$ cat src/rtl/alu_share_ctrl.sv
// Shares one external ALU between the control core (port 0) and the audio path (port 1):
// round-robin req/gnt front end, registered operand stage, per-port result capture with done pulse.
module alu_share_ctrl #(
  parameter int WIDTH = 16
) (
  input  logic             clk,
  input  logic             reset,
  input  logic             req0,
  input  logic             req1,
  input  logic [3:0]       op0,
  input  logic [3:0]       op1,
  input  logic [WIDTH-1:0] a0,
  input  logic [WIDTH-1:0] a1,
  input  logic [WIDTH-1:0] b0,
  input  logic [WIDTH-1:0] b1,
  output logic             gnt0,
  output logic             gnt1,
  output logic             done0,
  output logic             done1,
  output logic [WIDTH-1:0] res0,
  output logic [WIDTH-1:0] res1,
  output logic [5:0]       flags0,
  output logic [5:0]       flags1,
  output logic             busy,
  output logic [WIDTH-1:0] alu_in1,
  output logic [WIDTH-1:0] alu_in2,
  output logic [3:0]       alucont,
  input  logic [WIDTH-1:0] alu_result,
  input  logic             alu_c,
  input  logic             alu_l,
  input  logic             alu_f,
  input  logic             alu_z,
  input  logic             alu_n,
  input  logic             alu_zero,
  output logic [1:0]       state_dbg
);

  typedef enum logic [1:0] {
    IDLE = 2'd0,
    EXEC = 2'd1,
    MUL1 = 2'd2,
    MUL2 = 2'd3
  } state_e;

  state_e           state_q, state_d;
  logic             last_q, last_d;
  logic             own_q, own_d;
  logic [WIDTH-1:0] in1_q, in1_d;
  logic [WIDTH-1:0] in2_q, in2_d;
  logic [3:0]       cont_q, cont_d;
  logic [WIDTH-1:0] res0_q, res0_d;
  logic [WIDTH-1:0] res1_q, res1_d;
  logic [5:0]       flags0_q, flags0_d;
  logic [5:0]       flags1_q, flags1_d;
  logic             done0_q, done0_d;
  logic             done1_q, done1_d;

  logic             grant_ok;
  logic             gnt0_c, gnt1_c;
  logic             any_gnt;
  logic             win;
  logic [3:0]       win_op;
  logic [WIDTH-1:0] win_a, win_b;
  logic             capture;
  logic [5:0]       alu_flags;

  // Handshake: a requester holds req with stable op/operands; gnt is combinational in the
  // same cycle and the request is consumed at that clock edge. No grant in MUL1 or in reset.
  always_comb begin
    grant_ok = (state_q != MUL1) && !reset;
    gnt0_c   = grant_ok && req0 && (!req1 || last_q);
    gnt1_c   = grant_ok && req1 && (!req0 || !last_q);
    any_gnt  = gnt0_c || gnt1_c;
    win      = gnt1_c;
    win_op   = win ? op1 : op0;
    win_a    = win ? a1 : a0;
    win_b    = win ? b1 : b0;
  end

  always_comb begin
    capture   = (state_q == EXEC) || (state_q == MUL2);
    alu_flags = {alu_c, alu_l, alu_f, alu_z, alu_n, alu_zero};
  end

  always_comb begin
    state_d  = state_q;
    last_d   = last_q;
    own_d    = own_q;
    in1_d    = in1_q;
    in2_d    = in2_q;
    cont_d   = cont_q;
    res0_d   = res0_q;
    res1_d   = res1_q;
    flags0_d = flags0_q;
    flags1_d = flags1_q;
    done0_d  = capture && !own_q;
    done1_d  = capture && own_q;

    if (capture && !own_q) begin
      res0_d   = alu_result;
      flags0_d = alu_flags;
    end
    if (capture && own_q) begin
      res1_d   = alu_result;
      flags1_d = alu_flags;
    end

    // A grant always restarts the pipe; otherwise MUL1 advances and everything else drains to IDLE.
    if (any_gnt) begin
      in1_d   = win_a;
      in2_d   = win_b;
      cont_d  = win_op;
      own_d   = win;
      last_d  = win;
      state_d = (win_op[2:0] == 3'b111) ? MUL1 : EXEC;
    end else if (state_q == MUL1) begin
      state_d = MUL2;
    end else begin
      state_d = IDLE;
    end
  end

  always_ff @(posedge clk) begin
    if (reset) begin
      state_q  <= IDLE;
      last_q   <= 1'b1;
      own_q    <= 1'b0;
      in1_q    <= '0;
      in2_q    <= '0;
      cont_q   <= '0;
      res0_q   <= '0;
      res1_q   <= '0;
      flags0_q <= '0;
      flags1_q <= '0;
      done0_q  <= 1'b0;
      done1_q  <= 1'b0;
    end else begin
      state_q  <= state_d;
      last_q   <= last_d;
      own_q    <= own_d;
      in1_q    <= in1_d;
      in2_q    <= in2_d;
      cont_q   <= cont_d;
      res0_q   <= res0_d;
      res1_q   <= res1_d;
      flags0_q <= flags0_d;
      flags1_q <= flags1_d;
      done0_q  <= done0_d;
      done1_q  <= done1_d;
    end
  end

  assign gnt0      = gnt0_c;
  assign gnt1      = gnt1_c;
  assign done0     = done0_q;
  assign done1     = done1_q;
  assign res0      = res0_q;
  assign res1      = res1_q;
  assign flags0    = flags0_q;
  assign flags1    = flags1_q;
  assign busy      = (state_q != IDLE);
  assign alu_in1   = in1_q;
  assign alu_in2   = in2_q;
  assign alucont   = cont_q;
  assign state_dbg = state_q;

endmodule

$ cat config.mk
export PLATFORM = sky130hd
export DESIGN_NAME = alu_share_ctrl
export DESIGN_NICKNAME = d
export VERILOG_FILES = /design/src/rtl/alu_share_ctrl.sv
export SDC_FILE = /design/constraint.sdc
export NUM_CORES = 1
export LEC_CHECK = 0
export ABC_AREA = 1
export BUFFER_PORTS_ARGS = -buffer_cell sky130_fd_sc_hd__buf_2
export CELL_PAD_IN_SITES_DETAIL_PLACEMENT = 0
export CELL_PAD_IN_SITES_GLOBAL_PLACEMENT = 1
export CORE_MARGIN = 5
export CORE_UTILIZATION = 27
export DETAILED_ROUTE_END_ITERATION = 8
export PLACE_DENSITY = 0.77
export SLEW_MARGIN = 20
export SYNTH_ARGS = -nofsm -noshare
export SYNTH_HDL_FRONTEND = slang
export SYNTH_SLANG_ARGS = --single-unit
$ cat constraint.sdc
create_clock -name clk -period 4 [get_ports clk]
set_input_delay 0.8 -clock clk [delete_from_list [all_inputs] [get_ports clk]]
set_output_delay 0.8 -clock clk [all_outputs]
set_load 0.02 [all_outputs]
**Word-level counts from Yosys, hierarchy flattened**

Cells that the tools add are included.

- Add/sub/neg operators: 0
- $mul: 0
- Div/mod/pow operators: 0
- Order comparisons: 0
- Eq/ne operators: 5
- Shift operators: 0
- Muxes and demuxes: 6
- Bitwise operators: 0
- Reductions and logical operators: 17

Operators by type and width:

| operator | number |
|---|---|
| $mux W16 | 2 |
| $logic_and A1 B1 Y1 | 7 |
| $mux W2 | 3 |
| $logic_not A1 Y1 | 5 |
| $eq A2 B2 Y1 const B | 2 |
| $logic_or A1 B1 Y1 | 4 |
| $mux W4 | 1 |
| $eq A3 B3 Y1 const B | 1 |
| $eq A2 B1 Y1 const B | 1 |
| $ne A2 B2 Y1 const B | 1 |
| $reduce_bool A2 Y1 | 1 |

- Register bits: 86
- Bits in latches: 0
- Bits in writable memories: 0
- Bits in read-only memories: 0
- Logic and storage cells: 40
- Memories kept: 0

**Logic depth before layout (Yosys ltp)**

Gate-level depths: netlist of the first run.

- Word-level depth: 8
- Depth in mapped cells: 11
- Gate-level depth less buffers: 9

**Worst setup path before layout of the first run**

Ideal clock, no wire load.

- Path type: input to output
- From: input port reset
- To: output port gnt1
- Arrival time: 1.435 ns
- Required time: 3.200 ns
- Path slack: 1.765 ns
- Stages: 4
- Cell sequence: inv_1 > nand2_1 > nor2_2 > buf_2

- Cells in the longest elaborated chain, start to end: 4

Ends and longest elaborated chain:

| what | RTL line | RTL |
|---|---|---|
| start: declaration | 7 | `input logic reset,` |
| $logic_not A1 Y1 | 70 | `grant_ok = (state_q != MUL1) && !reset;` |
| $logic_and A1 B1 Y1 | 70 |  |
| $logic_and A1 B1 Y1 (2 in a row) | 72 | `gnt1_c = grant_ok && req1 && (!req0 \|\| !last_q);` |
| end: declaration | 17 | `output logic gnt1,` |

No other way between the ends.

**Worst setup path after layout of the first run**

Same ends and word-level chain as after synthesis.

==> flow_metrics.env, run 1 <==
export IMPL_status="finished, final reports clean"
export IMPL_hp_class="reg2reg"
export IMPL_finalWorstSetupSlack_ns=1.456
export IMPL_maxCapViolCount=0
export IMPL_grt_met3_usage=0.05617
export IMPL_rsz0062_at_grt="no"
export IMPL_insertion_delay_ns=0.33
export IMPL_post_dp_cell_area_um2=4423
export IMPL_dpl_hpwl_mm=7.774
export IMPL_worstPathMaxFanout=50
export IMPL_synthCells=464
export IMPL_synth_avg_cell_area_um2=7.297
export IMPL_post_route_period_util=0.6360
export IMPL_fillerInstances=1363
export IMPL_place_gp_congestion=0.8031
export IMPL_top_usage_layer="met2"
export IMPL_routedWlPerCell_um=13.09
export IMPL_postCtsSetupRepairBufs=0
export IMPL_power_density_nw_per_um2=451.6
export IMPL_cts_sinks=86
export IMPL_worst_pin_slew_ns=0.6975
export IMPL_drv_slew=0
export IMPL_num_io_pins=185
export IMPL_grt_pass1_wl_mm=16.56
export IMPL_die_w_um=122.0
export IMPL_coreArea_um2=12470
export IMPL_drt_iter0_drc=171
export IMPL_ys_types=22
export IMPL_critPathKind="in2out"
export IMPL_startpoint_type="input pin"
export IMPL_grt_use_met2=0.2282
export IMPL_hold_viol_final=0
export IMPL_yosys_warnings=0
export IMPL_cp_end_kind="output port"
export IMPL_power_leakage_nw=2.347
export IMPL_clk_pin_slew_ns=0.06
export IMPL_htreeDepth=3
export IMPL_critical_path_arrival_ns=1.74
export IMPL_grt_max_degree=67
export IMPL_fmax_mhz=393.1
export IMPL_cts_made_buffers=9
export IMPL_cts_tree="done"
export IMPL_design_area_um2=4717
export IMPL_ir_worst_vdd_uv=222.5
export IMPL_fin_skew_ns=0.006554
export IMPL_register_area_um2=1722
export IMPL_tns_ns=0
export IMPL_setup_violations=0
export IMPL_cts_hold_buf=0
export IMPL_fp_row_count=41
export IMPL_grt_ovfl_total=0
export IMPL_crit_required_ns=3.20
export IMPL_dr_pass1_iters=4
export IMPL_drive_gt1_frac=0.3438
export IMPL_final_common_cell="buf_2"
export IMPL_initial_utilization=0.2716
export IMPL_io_buffers=184
export IMPL_vias_per_cell=4.322
export IMPL_min_period_ns=2.544
export IMPL_die_y_um=122.0
export IMPL_pre_cts_slack_ns=1.288
export IMPL_cts_resized_gates=0
export IMPL_synthToLayoutAreaGrowth_pct=39.32
export IMPL_multiInputGateArea_um2=1475
export IMPL_ys_ff_latch=86
export IMPL_final_cell_mix="184 x buf_2, 152 x nor2_1, 86 x dfxtp_1, 69 x o21ai_0, 48 x nand2_1"
export IMPL_antenna_found_initial=3
export IMPL_fin_nets=733
export IMPL_synth_yosys_seq_area_share=0.5085
export IMPL_cts_path_max_buffers=2
export IMPL_slew_headroom=0.5345
export IMPL_detail_route_antenna_nets=0
export IMPL_wl_mm=10.64
export IMPL_dieArea_um2=14880
export IMPL_cts_root_buf="clkbuf_16"
export IMPL_grt_usage=0.1421
export IMPL_grtUsageMet1=0.1710
export IMPL_drc=0
export IMPL_syn_area_um2=3386
export IMPL_num_vias=3514
export IMPL_synth_fp_nets=562
export IMPL_grt_pass1_vias=3425
## cell usage after synthesis (all sizes together)
library cell / number / area, um^2
dfxtp: 86 / 1722
clkbuf: 20 / 75.07
nand3: 4 / 20.02
a21oi: 36 / 191.4
o21ai: 80 / 400.4
or2: 1 / 6.260
nor2: 160 / 620.6
inv: 10 / 37.54
nand2: 51 / 203.9
buf: 11 / 76.32
nand4: 1 / 6.260
o21bai: 1 / 7.510
a31oi: 3 / 18.77
## cell families after synthesis
family | after synthesis | synth area share
flip-flops | 86 | 0.5085
AND/OR/NAND/NOR | 217 | 0.2531
buffers and inverters | 41 | 0.05580
AO/OA/AOI/OAI | 120 | 0.1826
## cell type report
type                            instances  area share
Sequential cell                        86      0.3650
Timing Repair Buffer                  191      0.2064
Clock inverter                          5     0.01247
Tap cell                              172     0.04562
Multi-Input combinational cell        337      0.3127
Antenna cell                            1   0.0005305
Clock buffer                           11     0.04934
Inverter                               10    0.007958
## critical path, stage by stage
cell	delay (ns)
buf_2	0.10
inv_1	0.04
buf_4	0.35
nand2_1	0.14
nor2_2	0.11
buf_2	0.18
## sequential cells by signal, summed over array words and instances (netlist names)
signal and flops:
flags0 6, done1 1, alu_in1 16, alu_in2 16, state_dbg 2, done0 1
res0 16, alucont 4, own_q 1, res1 16, last_q 1, flags1 6
## stage by stage
stage                     utilization  hold slack [ns]  total power, W  instances
after floorplan                     -           0.4512        0.001185        464
after global placement         0.3548           0.4500        0.001326        796
after detailed placement       0.3548           0.4560        0.001331        796
after CTS                      0.3782           0.4655        0.002172        812
after global routing           0.3784           0.4849        0.002253        813
final                          0.3784           0.4617        0.002130        813
## per-layer routing
metal	part of all wire	up-vias
met3	0.11	14
met4	0.014	4
met5	0.0030	-
met2	0.43	160
li1	-	1837
met1	0.44	1499
## path summary, 6_finish.rpt
path	startpoint	end	slack (ns)	cells past startpoint
setup / recovery	reset	gnt1	1.46	6
hold / removal	alu_in1[12]$_SDFFE_PP0N_	alu_in1[12]$_SDFFE_PP0N_	0.46	2
setup reg to reg	state_dbg[1]$_SDFF_PP0_	alu_in1[4]$_SDFFE_PP0N_	2.15	8
hold reg to reg	alu_in1[12]$_SDFFE_PP0N_	alu_in1[12]$_SDFFE_PP0N_	0.46	2
## where the power goes
| group | total, W | internal (W) | switching (W) |
|---|---|---|---|
| Clock | 0.000824 | 0.000485 | 0.000338 |
| Combinational | 0.000362 | 0.000130 | 0.000232 |
| Sequential | 0.000945 | 0.000916 | 0.0000291 |
| Total | 0.00213 | 0.00153 | 0.000599 |
(Power assumes the default switching activity.)
==> run 2, diff against run 1 <==
==> constraint.sdc (replaced) <==
create_clock -name clk -period 2.35 [get_ports clk]
set_input_delay 0.47 -clock clk [delete_from_list [all_inputs] [get_ports clk]]
set_output_delay 0.47 -clock clk [all_outputs]
set_load 0.02 [all_outputs]
==> flow_metrics.env, run 2 (synthesized netlist as in run 1, its figures left out) <==
export IMPL_status="finished, final reports clean"
export IMPL_dpl_hpwl_mm=8.008
export IMPL_grt_max_degree=67
export IMPL_crit_required_ns=1.88
export IMPL_register_area_um2=1722
export IMPL_antenna_found_initial=4
export IMPL_cts_sinks=86
export IMPL_die_w_um=122.0
export IMPL_dp_cells=797
export IMPL_power_total_w=0.003700
export IMPL_insertion_delay_ns=0.34
export IMPL_clk_pin_slew_ns=0.07
export IMPL_final_common_cell="buf_2"
export IMPL_grt_ovfl_total=0
export IMPL_critPathKind="reg2out"
export IMPL_postCtsSetupRepairBufs=0
export IMPL_dieArea_um2=14880
export IMPL_fp_row_count=41
export IMPL_slew_headroom=0.4941
export IMPL_initial_utilization=0.2716
export IMPL_grt_pass1_vias=3395
export IMPL_post_route_period_util=0.7991
export IMPL_dr_pass1_iters=4
export IMPL_drive_gt1_frac=0.3479
export IMPL_hp_class="in2reg"
export IMPL_startpoint_type="register"
export IMPL_rsz0062_at_grt="no"
export IMPL_drt_iter0_drc=225
export IMPL_vias_per_cell=4.421
export IMPL_grt_usage=0.1447
export IMPL_place_gp_congestion=0.8253
export IMPL_io_buffers=184
export IMPL_setup_violations=0
export IMPL_cts_resized_gates=0
export IMPL_fillerInstances=1358
export IMPL_layoutNonFillerInstCount=814
export IMPL_htreeDepth=3
export IMPL_hold_viol_final=0
export IMPL_num_io_pins=185
export IMPL_cts_path_max_buffers=2
export IMPL_drv_slew=0
export IMPL_worstPathMaxFanout=4
export IMPL_power_leakage_nw=2.368
export IMPL_detail_route_antenna_nets=0
export IMPL_fin_nets=734
export IMPL_worst_pin_slew_ns=0.7581
export IMPL_grt_pass1_wl_mm=16.75
export IMPL_wl_mm=10.81
export IMPL_fin_skew_ns=0.006795
export IMPL_multiInputGateArea_um2=1475
export IMPL_routedWlPerCell_um=13.28
export IMPL_cp_end_kind="output port"
export IMPL_synthToLayoutAreaGrowth_pct=40.35
export IMPL_drc=0
export IMPL_cts_made_buffers=9
export IMPL_cts_tree="done"
export IMPL_critical_path_arrival_ns=1.41
export IMPL_maxCapViolCount=0
export IMPL_fmax_mhz=532.5
export IMPL_num_vias=3599
export IMPL_power_density_nw_per_um2=778.6
export IMPL_ir_worst_vdd_uv=272.1
export IMPL_coreArea_um2=12470
export IMPL_cts_hold_buf=0
export IMPL_die_y_um=122.0
export IMPL_final_cell_mix="184 x buf_2, 152 x nor2_1, 86 x dfxtp_1, 69 x o21ai_0, 48 x nand2_1"
export IMPL_tns_ns=0
export IMPL_min_period_ns=1.878
export IMPL_cts_root_buf="clkbuf_16"
==> run 2: through the flow <==
| stage | cell area, um^2 | utilization | setup WS (ns) | hold WS [ns] |
|---|---|---|---|---|
| after floorplan | 3386 | - | 0.6885 | 0.4512 |
| after global placement | 4443 | 0.3564 | 0.4943 | 0.4492 |
| after detailed placement | 4443 | 0.3564 | 0.4949 | 0.4550 |
| after CTS | 4750 | 0.3810 | 0.4337 | 0.3485 |
| after global routing | 4752 | 0.3812 | 0.3541 | 0.3640 |
| final | 4752 | 0.3812 | 0.4721 | 0.3611 |
==> run 2: routing by layer <==
metal  part of all wire  up-vias  global-route usage
met3               0.13       15             0.07103
met1               0.43     1558              0.1749
met2               0.43      177              0.2269
met5             0.0036        -                   0
li1                   -     1843                   -
met4              0.011        6             0.04412
==> run 2: layout make-up <==
cell class | instances | area share
clock buffers | 9 | 0.04739
flip-flops and latches | 86 | 0.3623
inverters | 10 | 0.007899
multi-input cells | 337 | 0.3104
clock inverters | 7 | 0.01711
repair buffers | 192 | 0.2091
well taps | 172 | 0.04529
diodes | 1 | 0.0005266
==> run 2: path summary, 6_finish.rpt <==
| check | slack (ns) | end | start | depth (start not counted) |
|---|---|---|---|---|
| max | 0.47 | gnt1 | state_dbg[0]$_SDFF_PP0_ | 5 |
| min | 0.36 | flags0[0]$_SDFFE_PP0P_ | alu_zero | 3 |
| max reg2reg | 0.68 | state_dbg[0]$_SDFF_PP0_ | state_dbg[0]$_SDFF_PP0_ | 10 |
| min reg2reg | 0.46 | alu_in2[7]$_SDFFE_PP0N_ | alu_in2[7]$_SDFFE_PP0N_ | 2 |
==> run 2: where the power goes <==
| part | internal, W | total (W) | switching (W) |
|---|---|---|---|
| clock network | 0.000839 | 0.00147 | 0.000629 |
| logic | 0.000226 | 0.000623 | 0.000397 |
| registers | 0.00156 | 0.00161 | 0.0000509 |
==> run 2: critical path: stages (launching register included) <==
cell     delay [ns]
dfxtp_1        0.43
inv_2          0.09
nand2_1        0.12
nand2_1        0.10
nor2_2         0.13
buf_2          0.20
